$ cat src/rtl/servant_uart_rx_pkg.sv
// Shared FSM state type and Wishbone register map for the servant UART receiver.
package servant_uart_rx_pkg;

    typedef enum logic [2:0] {
        IDLE,
        START,
        DATA,
        STOP,
        WAIT_HIGH
    } rx_state_t;

    localparam logic ADDR_DATA   = 1'b0;
    localparam logic ADDR_STATUS = 1'b1;

    localparam int STAT_NEMPTY = 0;
    localparam int STAT_FULL   = 1;
    localparam int STAT_OVR    = 2;
    localparam int STAT_FERR   = 3;

endpackage

$ cat src/rtl/servant_uart_rx_fifo.sv
// Small byte FIFO for received characters; pointers carry one extra bit so
// full and empty can be told apart.
module servant_uart_rx_fifo #(
    parameter int AW = 2
) (
    input  logic       clk,
    input  logic       rst_n,
    input  logic       push,
    input  logic       pop,
    input  logic [7:0] din,
    output logic [7:0] dout,
    output logic       empty,
    output logic       full
);

    localparam int DEPTH = 1 << AW;

    logic [7:0]  mem [DEPTH];
    logic [AW:0] wr_ptr;
    logic [AW:0] rd_ptr;
    logic        do_push;
    logic        do_pop;

    assign empty = (wr_ptr == rd_ptr);
    assign full  = (wr_ptr[AW] != rd_ptr[AW]) && (wr_ptr[AW-1:0] == rd_ptr[AW-1:0]);

    // A pop on empty is ignored; a full FIFO still takes a push when a pop frees a slot.
    assign do_pop  = pop & ~empty;
    assign do_push = push & (~full | do_pop);
    assign dout    = mem[rd_ptr[AW-1:0]];

    always_ff @(posedge clk) begin
        if (!rst_n) begin
            wr_ptr <= '0;
            rd_ptr <= '0;
        end else begin
            if (do_push) wr_ptr <= wr_ptr + (AW+1)'(1);
            if (do_pop)  rd_ptr <= rd_ptr + (AW+1)'(1);
        end
    end

    always_ff @(posedge clk) begin
        if (do_push) mem[wr_ptr[AW-1:0]] <= din;
    end

endmodule

$ cat src/rtl/servant_uart_rx.sv
// 8N1 UART receiver with a byte FIFO, Wishbone DATA/STATUS registers and a
// level interrupt that stays high while received data is pending.
module servant_uart_rx
    import servant_uart_rx_pkg::*;
#(
    parameter int CLKS_PER_BIT = 278,
    parameter int FIFO_AW      = 2
) (
    input  logic        i_wb_clk,
    input  logic        i_wb_rst_n,
    input  logic        i_wb_adr,
    input  logic [31:0] i_wb_dat,
    input  logic        i_wb_we,
    input  logic        i_wb_cyc,
    output logic [31:0] o_wb_rdt,
    output logic        o_wb_ack,
    input  logic        i_rxd,
    output logic        o_irq
);

    localparam logic [15:0] HALF_LOAD = 16'(CLKS_PER_BIT / 2 - 1);
    localparam logic [15:0] FULL_LOAD = 16'(CLKS_PER_BIT - 1);

    logic        rxd_meta;
    logic        rxs;
    rx_state_t   state;
    rx_state_t   state_d;
    logic [15:0] cnt;
    logic [15:0] cnt_d;
    logic [2:0]  bit_idx;
    logic [2:0]  bit_idx_d;
    logic [7:0]  shreg;
    logic [7:0]  shreg_d;
    logic        rx_push;
    logic        ferr_set;

    logic [7:0]  fifo_dout;
    logic        fifo_empty;
    logic        fifo_full;
    logic        bus_req;
    logic        rd_pop;
    logic        stat_clr;
    logic        ovr_set;
    logic        ovr;
    logic        ferr;
    logic [31:0] status_word;
    logic [31:0] data_word;

    wire unused_dat = ^{i_wb_dat[31:4], i_wb_dat[1:0]};

    // Two-flop synchronizer; idles high so a reset never looks like a start bit.
    always_ff @(posedge i_wb_clk) begin
        if (!i_wb_rst_n) begin
            rxd_meta <= 1'b1;
            rxs      <= 1'b1;
        end else begin
            rxd_meta <= i_rxd;
            rxs      <= rxd_meta;
        end
    end

    always_ff @(posedge i_wb_clk) begin
        if (!i_wb_rst_n) begin
            state   <= IDLE;
            cnt     <= '0;
            bit_idx <= '0;
            shreg   <= '0;
        end else begin
            state   <= state_d;
            cnt     <= cnt_d;
            bit_idx <= bit_idx_d;
            shreg   <= shreg_d;
        end
    end

    // Start is re-checked at mid-bit so short glitches fall back to IDLE.
    always_comb begin
        state_d   = state;
        cnt_d     = cnt;
        bit_idx_d = bit_idx;
        shreg_d   = shreg;
        rx_push   = 1'b0;
        ferr_set  = 1'b0;
        case (state)
            IDLE: begin
                if (!rxs) begin
                    cnt_d   = HALF_LOAD;
                    state_d = START;
                end
            end
            START: begin
                if (cnt != 16'd0) begin
                    cnt_d = cnt - 16'd1;
                end else if (rxs) begin
                    state_d = IDLE;
                end else begin
                    cnt_d     = FULL_LOAD;
                    bit_idx_d = '0;
                    state_d   = DATA;
                end
            end
            DATA: begin
                if (cnt != 16'd0) begin
                    cnt_d = cnt - 16'd1;
                end else begin
                    shreg_d = {rxs, shreg[7:1]};
                    cnt_d   = FULL_LOAD;
                    if (bit_idx == 3'd7) state_d = STOP;
                    else                 bit_idx_d = bit_idx + 3'd1;
                end
            end
            STOP: begin
                if (cnt != 16'd0) begin
                    cnt_d = cnt - 16'd1;
                end else if (rxs) begin
                    rx_push = 1'b1;
                    state_d = IDLE;
                end else begin
                    ferr_set = 1'b1;
                    state_d  = WAIT_HIGH;
                end
            end
            WAIT_HIGH: begin
                if (rxs) state_d = IDLE;
            end
            default: state_d = IDLE;
        endcase
    end

    servant_uart_rx_fifo #(
        .AW (FIFO_AW)
    ) u_fifo (
        .clk   (i_wb_clk),
        .rst_n (i_wb_rst_n),
        .push  (rx_push),
        .pop   (rd_pop),
        .din   (shreg),
        .dout  (fifo_dout),
        .empty (fifo_empty),
        .full  (fifo_full)
    );

    assign bus_req  = i_wb_cyc & ~o_wb_ack;
    assign rd_pop   = bus_req & ~i_wb_we & (i_wb_adr == ADDR_DATA) & ~fifo_empty;
    assign stat_clr = bus_req & i_wb_we & (i_wb_adr == ADDR_STATUS);
    assign ovr_set  = rx_push & fifo_full & ~rd_pop;

    always_comb begin
        status_word              = '0;
        status_word[STAT_NEMPTY] = ~fifo_empty;
        status_word[STAT_FULL]   = fifo_full;
        status_word[STAT_OVR]    = ovr;
        status_word[STAT_FERR]   = ferr;
        data_word                = {23'd0, ~fifo_empty, fifo_empty ? 8'h00 : fifo_dout};
    end

    // A set event in the same cycle as its write-one-to-clear keeps the flag high.
    always_ff @(posedge i_wb_clk) begin
        if (!i_wb_rst_n) begin
            ovr  <= 1'b0;
            ferr <= 1'b0;
        end else begin
            ovr  <= ovr_set  | (ovr  & ~(stat_clr & i_wb_dat[STAT_OVR]));
            ferr <= ferr_set | (ferr & ~(stat_clr & i_wb_dat[STAT_FERR]));
        end
    end

    always_ff @(posedge i_wb_clk) begin
        if (!i_wb_rst_n) begin
            o_wb_ack <= 1'b0;
            o_wb_rdt <= '0;
            o_irq    <= 1'b0;
        end else begin
            o_wb_ack <= bus_req;
            o_irq    <= ~fifo_empty;
            o_wb_rdt <= '0;
            if (bus_req && !i_wb_we) begin
                o_wb_rdt <= (i_wb_adr == ADDR_STATUS) ? status_word : data_word;
            end
        end
    end

endmodule

$ cat config.mk
export PLATFORM = sky130hd
export DESIGN_NAME = servant_uart_rx
export DESIGN_NICKNAME = d
export VERILOG_FILES = /design/src/rtl/servant_uart_rx_pkg.sv /design/src/rtl/servant_uart_rx_fifo.sv /design/src/rtl/servant_uart_rx.sv
export SDC_FILE = /design/constraint.sdc
export NUM_CORES = 1
export LEC_CHECK = 0
export CELL_PAD_IN_SITES_DETAIL_PLACEMENT = 1
export CELL_PAD_IN_SITES_GLOBAL_PLACEMENT = 1
export CORE_MARGIN = 3
export CORE_UTILIZATION = 44
export CTS_CLUSTER_SIZE = 12
export DETAILED_ROUTE_END_ITERATION = 16
export GPL_TIMING_DRIVEN = 0
export HOLD_SLACK_MARGIN = 0.08
export PLACE_DENSITY = 0.86
export SYNTH_ARGS = -nofsm -noshare
export SYNTH_HDL_FRONTEND = slang
export SYNTH_SLANG_ARGS = --single-unit
$ cat constraint.sdc
create_clock -name i_wb_clk -period 5.3 [get_ports i_wb_clk]
set_input_delay 1.325 -clock i_wb_clk [delete_from_list [all_inputs] [get_ports i_wb_clk]]
set_output_delay 1.325 -clock i_wb_clk [all_outputs]
set_load 0.1 [all_outputs]
Yosys cells after proc, flatten, opt, wreduce, memory -nomap -nowiden
Memories as Yosys holds them, arrays and structs flattened. A register that Yosys moved wholly into a read port is not among the register bits.
Index checks and enable logic that the tools add are counted.
Operators by class
  add/sub/neg operators: 4
  equality and inequality tests: 18
  mux-type cells: 32
  bitwise gates (word level): 28
  reductions and logical operators: 14
Operators by type and width (count)
  $mux 16: 5
  $pmux 16 s4: 1
  $mux 3: 11
  $ne 2x2->1 const B: 9
  $reduce_bool 16->1: 1
  $sub 16x1->16 const B: 1
  $pmux 3 s5: 1
  $and 1x1->1: 14
  $not 1->1: 11
  $add 3x1->3 const B: 3
  $mux 1: 8
  $mux 4: 2
  $eq 3x2->1 const B: 2
  $eq 3x3->1 const B: 2
  $mux 2: 3
  $pmux 3 s2: 1
  $reduce_and 6->1: 1
  $reduce_and 5->1: 1
  $reduce_and 2->1: 2
  $reduce_and 4->1: 1
  $reduce_bool 4->1: 1
  $reduce_or 4->1: 1
  $eq 3x1->1 const B: 1
  $eq 3x3->1: 1
  9 further kinds: 12
Word-level totals
  register bits after elaboration: 74
  memory bits (writable): 32
  input bits: 38
  output and inout bits: 34
  word-level logic and storage cells: 112
  memories kept: 1
Memory list
  u_fifo.mem: depth 4, bits a word 8, read ports 1, clocked after memory_dff 1, write ports 1, RTL line servant_uart_rx_fifo.sv:18  | logic [7:0] mem [DEPTH];

Longest topological paths before layout
  word-level depth: 10
  mapped depth: 8
  depth with buffers taken out: 7

By module
Synthesis repeated with hierarchy kept, for this count alone.
Second synthesis, totals
  cell total of the unflattened synthesis: 353
  area, all modules: 3961.3 um^2
Modules (own cells, without submodules)
  servant_uart_rx: times used 1, cells an instance 257, area an instance 2289.7 um^2, seq. area each 900.9 um^2
  servant_uart_rx_fifo: times used 1, cells an instance 96, area an instance 1671.6 um^2, seq. area each 1121.1 um^2

Worst setup path after synthesis
OpenSTA, ideal clock, no wires.
  path type: input to register
  start point: input port i_wb_adr
  end point: register u_fifo.wr_ptr[2]
  data arrival time: 3014 ps
  slack: 2171 ps
  stages on the path: 5
  buffers on the path: 0
  cells stage by stage: nor4b_2 > nor4_1 > nor4b_2 > xor2_1 > and2_1
On the way
  longest elaborated chain between the ends: 6
Ends and longest elaborated chain
  start, declared: RTL line servant_uart_rx.sv:11  | input logic i_wb_adr,
  $not 1->1: RTL line servant_uart_rx.sv:144  | assign rd_pop = bus_req & ~i_wb_we & (i_wb_adr == ADDR_DATA) & ~fifo_empty;
  $and 1x1->1 (2 in a row): RTL line servant_uart_rx.sv:144
  $and 1x1->1: RTL line servant_uart_rx_fifo.sv:28  | assign do_pop = pop & ~empty;
  $or 1x1->1: RTL line servant_uart_rx_fifo.sv:29  | assign do_push = push & (~full | do_pop);
  $and 1x1->1: RTL line servant_uart_rx_fifo.sv:29
  end signal, assigned: RTL line servant_uart_rx_fifo.sv:37  | if (do_push) wr_ptr <= wr_ptr + (AW+1)'(1);
  end, declared: RTL line servant_uart_rx_fifo.sv:19  | logic [AW:0] wr_ptr;
No other way between the ends.
A chain may end at the register's enable or synchronous reset.

Worst setup path after layout
Same ends and word-level chain as after synthesis.

==> results.md <==
- Slew @ Worst Pin: 1.251 ns
- CP required: 5.55 ns
- Seq cells post-synth: 85
- Syn Area/Cell: 11.49 sq um
- GRT Util Overall: 21.30%
- Core Region: 8382 sq um
- Seq/Total Area, Yosys: 52.05%
- RSZ-0062 raised after global routing: no
- Initial antenna violation count: 0
- WS Path Type: input port to flip-flop
- Top-Level Pins: 72
- Comb pwr share: 20.2%
- Crit Path Max Fanout: 9
- Register area: 2022 sq um
- Vias in the first global route: 3000
- Wirelength, routed: approximately 10000 um
- Area of the multi-input gates: 1705 sq um
- Count leader, synth: dfxtp_1
- First-pass GRT wire length: 16190 um
- Fmax: 233.8 MHz
- Diode count: 0
- Clk pin slew, worst setup/hold paths: 0.09 ns
- Switching fraction of total power: 30.92%
- Worst Path Arrival: 4.53 ns
- Initial Util: 46.35%
- Crit path top cell by count: nor4b_2
- Worst setup EP type: flip-flop
- Final GP Congestion: 0.8554
- CTS sink cnt: 85
- Layout cell share with drive strength beyond 1: between 10% and 20%
- # fillers: 894
- Crit path cell chain: clkdlybuf4s50_1 -> nor4b_2 -> nor4_1 -> nor4b_2 -> xor2_1 -> and2_1
- Synth cell types: 54
- Hold WC Path Type: flip-flop to flip-flop
- Synth Warn #: 0
- Startpoint Class: input port
- Fin crit share: about four fifths
- Pint: 1.046 mW
- Port bufs: 17
- DP Wirelength: 6583 um
- Top post-synthesis cells by count: dfxtp_1 (53), edfxtp_1 (32), buf_4 (24), nor2_1 (19), a21oi_1 (18)
- 1st-pass router iterations: 4
- Post-CTS setup buffer count: 0
- Delay-heaviest family, CP: simple AND/OR/NAND/NOR gates
- Die width: around 100 um
- DR vias/cell: about 5.7
- CTS tree: yes
- Slowest cell on the critical path: nor4b_2
- Clk Latency, worst-skew pair: 0.36 ns
- Final setup fails: 0
- Max-Cap Viols: 0
- Wire length per cell: 20.03 um
- Pre-CTS setup slack: 0.8185 ns
- Max-slew violations: 0
- Seq pwr share: 46.6%
- Final setup skew: 0.01109 ns
- H-tree depth: 3
- Shortest period the worst path allows: about 4.3 ns
- Cells after Synth: 338
- Ys flop type: dfxtp_1
- Remaining global-route overflow: 0
- Synth area leaders: dfxtp_1 (27%), edfxtp_1 (25%), buf_4 (4.6%)
- Psw: around 0.47 mW
- Clock share of power: 33.3%
- # hold bufs at CTS: 0
- # nets final: 435
- Worst IR Drop VDD: 0.1126 mV
- Total power: between 1.5 and 2 mW
- CTS root buf: clkbuf_8
- WP buf/inv: 1
- Ys async rst share: 0%
- Vias: about 2800
- Worst slew margin: 16.39%
- Synth top area share: 27.31%
- Power Density: 337.5 nW/um^2
- Hold Vio Cnt, Final: 0
- Post-cts sizing count: 0
- Final setup margin: 1.024 ns
- P_leak: 1.755 nW
- Num CTS Buffers: 9
- Residual DRC: 0
- EDFF count, synth: 32
- Chip height: ~100 um
- Final ANT Viol Nets: 0
- Area Growth Syn to Fin: 15.43%
- Setup tns final: 0 ns
- Die area: 9993 sq um
- Slowest cell delay on critical path: 1.12 ns
- Initial DRC count: between 150 and 200
- Cell taking the most area after synthesis: dfxtp_1
- Largest net degree at the start of global routing: 16
- Std cell rows: 33
- Synth Cell Area: 3885 sq um
- Status: completed
- CTS Buffer Depth: 2
[layout by cell type, fill, tap and decap left out, types with 4 or more instances in the layout]
| master | synthesis | layout |
|---|---|---|
| mux2i_1 | 13 | 13 |
| clkbuf_1 | 10 | 11 |
| o21ai_0 | 11 | 11 |
| or3_1 | 6 | 6 |
| buf_4 | 24 | 24 |
| conb_1 | 1 | 23 |
| and3_1 | 5 | 5 |
| ha_1 | 9 | 9 |
| xor2_1 | 7 | 7 |
| clkbuf_8 | 0 | 9 |
| dfxtp_1 | 53 | 53 |
| nand2_1 | 15 | 15 |
| clkdlybuf4s50_1 | 0 | 17 |
| edfxtp_1 | 32 | 32 |
| mux4_2 | 8 | 8 |
| nand2b_1 | 7 | 7 |
| nor2_1 | 19 | 19 |
| nor3_1 | 9 | 9 |
| a21oi_1 | 18 | 18 |
| inv_1 | 6 | 6 |
| nor2b_1 | 16 | 16 |
| a21boi_0 | 4 | 4 |
| and2_1 | 11 | 11 |
[routing by layer]
layer / vias to the layer above / part of all wire, % / GRT usage [%]
li1: 1286 / - / -
met1: 1380 / 40 / 26.17
met2: 125 / 50 / 35.86
met3: 27 / 6.4 / 3.475
met4: 0 / 3.4 / 11.34
met5: - / 0 / 0
[cells by family (layout without fill, tap and decap cells)]
group | after synthesis | after routing | synth area share, %
and+or+nand+nor | 116 | 116 | 18.16
DFF | 85 | 85 | 52.05
AOI/OAI and AO/OA | 56 | 56 | 10.37
buffers and inverters | 40 | 73 | 6.184
muxes | 21 | 21 | 7.987
xor gates and xnor gates | 10 | 10 | 2.255
adders and majority gates | 9 | 9 | 2.899
other | 1 | 23 | 0.09653
[power groups by stage]
stage,Clock [mW],Combinational (mW),Sequential [mW]
2_1_floorplan,0,0.235,0.716
3_3_place_gp,0,0.283,0.717
3_5_place_dp,0,0.291,0.719
4_1_cts,0.513,0.300,0.704
5_1_grt,0.537,0.324,0.708
6_report,0.504,0.305,0.705
[through the flow]
step / hold slack (ns) / cells / util [%] / area, sq um
after global placement: 0.3982 / 482 / 50.93 / 4269
after detailed placement: 0.4047 / 482 / 50.93 / 4269
after floorplan: 0.3863 / 360 / - / 3968
after CTS: 0.4310 / 498 / 53.50 / 4484
after global routing: 0.4350 / 498 / 53.50 / 4484
final: 0.4249 / 498 / 53.50 / 4484
[sequential cells by signal, indices dropped and copies added (netlist names), 3 cells and up, named ones only]
name	flops
state	3
cnt	16
bit_idx	3
u_fifo.rd_ptr	3
u_fifo.mem	32
shreg	8
u_fifo.wr_ptr	3
o_wb_rdt	9
[worst register-to-register path, delay by kind of cell, from the launching register on]
family | cells | cell delay (ns)
flip-flops | 1 | 0.39
XOR/XNOR | 1 | 0.17
AND/OR/NAND/NOR | 4 | 2.49
[path summary, 6_finish.rpt]
kind                             from                             to  slack (ns)  depth (start not counted)
setup reg to reg  cnt[3]$_SDFFE_PN0P_  u_fifo.wr_ptr[2]$_SDFFE_PN0N_        2.16                          5
hold / removal    rxd_meta$_SDFF_PN1_                 rxs$_SDFF_PN1_        0.42                          1
hold reg to reg   rxd_meta$_SDFF_PN1_                 rxs$_SDFF_PN1_        0.42                          1
setup / recovery             i_wb_adr  u_fifo.wr_ptr[2]$_SDFFE_PN0N_        1.02                          6
[area by class of cell]
class	instances	area share, %
tap	105	2.930
sequential	85	45.09
buffer	34	4.855
multi-input combinational	235	38.03
clock inverter	6	1.953
clock buffer	10	2.846
inverter	6	0.5022
timing repair buffer	17	3.795
No activity file was read; power rests on OpenSTA's default activity.
